File: config.mk
export PLATFORM = sky130hd
export DESIGN_NAME = hazard_fwd_unit
export DESIGN_NICKNAME = d
export VERILOG_FILES = /design/src/rtl/hazard_fwd_unit.sv
export SDC_FILE = /design/constraint.sdc
export NUM_CORES = 1
export LEC_CHECK = 0
export ABC_AREA = 1
export BUFFER_PORTS_ARGS = -buffer_cell sky130_fd_sc_hd__buf_2
export CORE_MARGIN = 2
export CORE_UTILIZATION = 25
export CTS_CLUSTER_SIZE = 12
export DETAILED_ROUTE_END_ITERATION = 10
export MAX_ROUTING_LAYER = met4
export PLACE_DENSITY = 0.5
export SLEW_MARGIN = 10
export SYNTH_ARGS = -nofsm -noshare
export SYNTH_HDL_FRONTEND = slang
export SYNTH_SLANG_ARGS = --single-unit
File: constraint.sdc
create_clock -name clk -period 7.5 [get_ports clk]
set_input_delay 1.5 -clock clk [delete_from_list [all_inputs] [get_ports clk]]
set_output_delay 1.5 -clock clk [all_outputs]
set_load 0.005 [all_outputs]
File: src/rtl/hazard_fwd_unit.sv
// Hazard/forwarding controller for an in-order pipeline: tracks in-flight destinations in a
// shift-register scoreboard and drives ID stall, EX bubble, IF/ID flush and EX forwarding selects.
module hazard_fwd_unit #(
    parameter int REG_IDX_W   = 5,
    parameter int PIPE_DEPTH  = 3,
    parameter int LD_RDY_SLOT = 2,
    parameter int ZERO_REG    = 1,
    parameter int CNT_W       = 32
) (
    input  logic                              clk,
    input  logic                              reset,
    input  logic                              id_valid,
    input  logic [REG_IDX_W-1:0]              id_rs1,
    input  logic                              id_rs1_used,
    input  logic [REG_IDX_W-1:0]              id_rs2,
    input  logic                              id_rs2_used,
    input  logic [REG_IDX_W-1:0]              id_rd,
    input  logic                              id_wr_en,
    input  logic                              id_is_load,
    input  logic                              br_taken,
    input  logic                              mem_stall,
    output logic                              stall_id,
    output logic                              bubble_ex,
    output logic                              flush_if_id,
    output logic [$clog2(PIPE_DEPTH+1)-1:0]   fwd_a_sel,
    output logic [$clog2(PIPE_DEPTH+1)-1:0]   fwd_b_sel,
    output logic [CNT_W-1:0]                  stall_cnt,
    output logic [CNT_W-1:0]                  flush_cnt
);

    localparam int SEL_W = $clog2(PIPE_DEPTH + 1);

    logic [PIPE_DEPTH-1:0] slot_v;
    logic [PIPE_DEPTH-1:0] slot_ld;
    logic [REG_IDX_W-1:0]  slot_rd [PIPE_DEPTH];

    logic [REG_IDX_W-1:0]  src_rs   [2];
    logic [1:0]            src_used;
    logic [1:0]            src_hit;
    logic [1:0]            src_ld;
    logic [1:0]            src_hz;
    int                    src_age  [2];
    logic [SEL_W-1:0]      src_sel  [2];

    logic hazard;
    logic hz_go;
    logic br_go;
    logic id_ent_v;

    assign src_rs[0]   = id_rs1;
    assign src_rs[1]   = id_rs2;
    assign src_used[0] = id_rs1_used;
    assign src_used[1] = id_rs2_used;

    // Youngest matching producer wins: scan oldest to youngest so the lowest slot overwrites.
    always_comb begin
        for (int s = 0; s < 2; s++) begin
            src_hit[s] = 1'b0;
            src_ld[s]  = 1'b0;
            src_age[s] = 0;
            for (int k = PIPE_DEPTH - 1; k >= 0; k--) begin
                if (slot_v[k] && (slot_rd[k] == src_rs[s])) begin
                    src_hit[s] = 1'b1;
                    src_ld[s]  = slot_ld[k];
                    src_age[s] = k;
                end
            end
            if (!(id_valid && src_used[s] && !((ZERO_REG != 0) && (src_rs[s] == '0))))
                src_hit[s] = 1'b0;
            // Producer moves one slot while the consumer enters EX, hence age+1.
            src_hz[s]  = src_hit[s] && ((src_age[s] + 1) < (src_ld[s] ? LD_RDY_SLOT : 1));
            src_sel[s] = (src_hit[s] && ((src_age[s] + 1) <= (PIPE_DEPTH - 1)))
                       ? SEL_W'(src_age[s] + 1) : '0;
        end
    end

    assign hazard      = |src_hz;
    assign br_go       = br_taken && !mem_stall;
    assign hz_go       = hazard && !mem_stall && !br_taken;
    assign flush_if_id = br_go;
    assign stall_id    = mem_stall || hz_go;
    assign bubble_ex   = br_go || hz_go;
    assign id_ent_v    = id_valid && id_wr_en && !((ZERO_REG != 0) && (id_rd == '0));

    // Scoreboard advance / EX entry boundary (control state)
    always_ff @(posedge clk) begin
        if (reset) begin
            slot_v    <= '0;
            fwd_a_sel <= '0;
            fwd_b_sel <= '0;
            stall_cnt <= '0;
            flush_cnt <= '0;
        end else if (!mem_stall) begin
            for (int k = PIPE_DEPTH - 1; k > 0; k--)
                slot_v[k] <= slot_v[k-1];
            slot_v[0] <= id_ent_v && !bubble_ex;
            fwd_a_sel <= bubble_ex ? '0 : src_sel[0];
            fwd_b_sel <= bubble_ex ? '0 : src_sel[1];
            stall_cnt <= stall_cnt + {{(CNT_W-1){1'b0}}, hz_go};
            flush_cnt <= flush_cnt + {{(CNT_W-1){1'b0}}, br_go};
        end
    end

    // Scoreboard advance boundary (payload, qualified by slot_v)
    always_ff @(posedge clk) begin
        if (!mem_stall) begin
            for (int k = PIPE_DEPTH - 1; k > 0; k--) begin
                slot_rd[k] <= slot_rd[k-1];
                slot_ld[k] <= slot_ld[k-1];
            end
            slot_rd[0] <= id_rd;
            slot_ld[0] <= id_is_load;
        end
    end

endmodule

==> flow_summary.toml <==
[drt]
met3_wirelength_um = 587
wl_per_cell_um = 13.4
wl_met1_um = 6650
via_per_inst = 4.48
ant_nets = 0
topRoutingLayerUsed = "met4"
drc = 0
route.met2.wl_um = 5910
drtIter0Drc = 264
dr.pass1.iters = 5
finalWirelength_um = 13300
vias = 4463

[grt]
grt_antenna_before_repair = 0
groute.usage.overall = 0.139
grt_pass1_wl_um = 21400
grt_max_degree = 35
overflow = 0
grt_pass1_vias = 4170

[placement]
portBuffers = 94
pre_cts_slack_ns = 1.75
dp_hpwl_um = 10100
routabilityCongestion = 0.865

[clocking]
postCtsHoldBufs = 0
cts_buffer_depth = 2
cts.sinks = 89
clk-insertion-delay-late_ns = 0.35
post_cts_buffers = 0
h-tree-depth = 3
cts-buffers-inserted = 9
path_clk_slew_ns = 0.07
cts_tree = "yes"
root_buffer = "clkbuf_16"
cts.repair.resized = 0

[setup_path]
end_kind = "primary output"
cp_max_fo = 8
required_ns = 6.00
crit_type = "in2out"
worstReg2RegStart = "slot_rd[0][5]"
cp-start-kind = "primary input"
cp.arrival_ns = 4.03
crit_start = "id_rs1[0]"

[logic_synthesis]
yosys_warnings = 0
synthTopCellsByArea = "dfxtp_1, nand2_1, edfxtp_1, nor2_1, inv_1"
avgSynthCellArea_um2 = 7.20
ys_seq_area_frac = 0.412
synth-main-ff-cell = "dfxtp_1"
ys_ff_latch = 89
yosysMostFrequentCell = "nand2_1"
netlist_instances = 662
yosys.area.top_type = "dfxtp_1"
syn-num-nets = 696
synth_edf_count = 18
ys_top_cells_by_count = "nand2_1, nor2_1, inv_1"
yosysUniqueCellTypes = 40
synth_area_um2 = 4770
postSynth.asyncResetShare = 0
synth.top_cell.area_share = 0.298

[sta]
rsz0062_at_grt = "no"
fin_skew_ns = 0.0122
fmax_mhz = 181
tightest_slew_ns = 0.746
setup_violations = 0
setup_slack_ns = 1.97
post-route-period-util = 0.737
setup-tns-final_ns = 0
layout_min_cycle_time_ns = 5.53
max_slew_margin = 0.503
slew_violations = 0
hold_violations = 0

[die]
die_y_um = 142
start_util = 0.255
die_w_um = 142
ios = 95
die_area_um2 = 20200
rows = 50
fp.coreArea_um2 = 18700

[cells_and_area]
nFillCells = 2004
fin_nets = 792
antenna_cells = 0
syn2layout_area_growth_pct = 21.7
drive_gt1_frac = 0.186

[min_path]
holdCritPathClass = "reg2reg"
holdCritStartpoint = "fwd_b_sel[0]"

[power_and_ir_drop]
ir_drop_uv = 98.6
p_per_area_nw_per_um2 = 181
power.switching_uw = 268
p_leak_uw = 0.00265
combPwrFrac = 0.064
pwr-share-seq = 0.485
p_clk_frac = 0.451
swShare = 0.256
internal-power_uw = 779

[outcome]
status = "finished, final reports clean"

[flow_run]
maxCapViolations = 0
sequential cells by signal, indices dropped and copies added (netlist names):
signal     flops
slot_ld        3
slot_v         3
slot_rd       15
fwd_a_sel      2
stall_cnt     32
fwd_b_sel      2
flush_cnt     32
metal layers:
| metal | vias up | track usage |
|---|---|---|
| met5 | - | - |
| met4 | 0 | 0.0474 |
| met3 | 11 | 0.0289 |
| met2 | 92 | 0.211 |
| met1 | 2011 | 0.186 |
| li1 | 2349 | - |
area by class of cell:
cell class,count,area (µm²),share of cell area
multi-input combinational,474,2430,0.418
sequential,89,1960,0.338
timing repair buffer,96,485,0.0837
inverter,88,330,0.0569
tap,234,293,0.0505
clock buffer,11,264,0.0455
clock inverter,5,42.5,0.00733
power groups by stage:
stage	sequential [µW]	combinational [µW]	clock, µW
2_1_floorplan	515	41.9	0
3_3_place_gp	519	68.2	0
3_5_place_dp	519	67.7	0
4_1_cts	508	67.8	489
5_1_grt	510	76.9	506
6_report	508	66.7	473
critical path, cell delays in order:
cell     delay, ns
buf_2         0.13
inv_1         0.10
nand2_1       0.07
nand2_1       0.05
nor2_1        0.13
nand3_1       0.20
a31oi_1       0.31
ha_1          0.31
ha_1          0.19
or2_2         0.26
nor2_1        0.10
nand2_1       0.06
inv_1         0.04
nand2_1       0.04
nand2_1       0.06
nand2_1       0.15
o21ai_0       0.19
buf_2         0.13
cells in the final DEF, fill, tap and decap left out, types with 4 or more instances in the layout:
cell type / instances
nor3_1: 19
nand2_1: 155
o21ai_0: 45
clkbuf_16: 10
buf_2: 94
dfxtp_1: 71
edfxtp_1: 18
nor2_1: 93
inv_1: 86
a21oi_1: 38
a31oi_1: 4
nor4_1: 4
ha_1: 8
xor2_1: 16
nand3_1: 30
nand2_2: 5
nor2_2: 6
nand4_1: 18
path summary, 6_finish.rpt:
path | cells past startpoint | endpoint | slack (ns)
worst min register to register | 2 | fwd_b_sel[0] | 0.47
worst max register to register | 25 | stall_cnt[30] | 3.00
worst min-delay path | 2 | fwd_b_sel[0] | 0.47
worst max-delay path | 18 | stall_id | 1.97
per-stage QoR:
stage,util,instance area [µm²],instances,power (µW),hold slack (ns)
floorplan,-,4770,662,557,0.439
global placement,0.294,5500,981,587,0.458
detailed placement,0.294,5500,981,587,0.462
CTS,0.310,5800,997,1060,0.473
global route,0.310,5800,997,1090,0.488
finish,0.310,5800,997,1050,0.470
cell families after synthesis:
kind of cell    count (synthesis)  synth area share
simple gates                  351             0.341
buf+inv                        99            0.0795
compound gates                 94             0.104
flops                          89             0.412
xor+xnor                       19            0.0349
fa+ha+maj                      10            0.0294
Note: power is estimated with default switching activity, not from simulation.
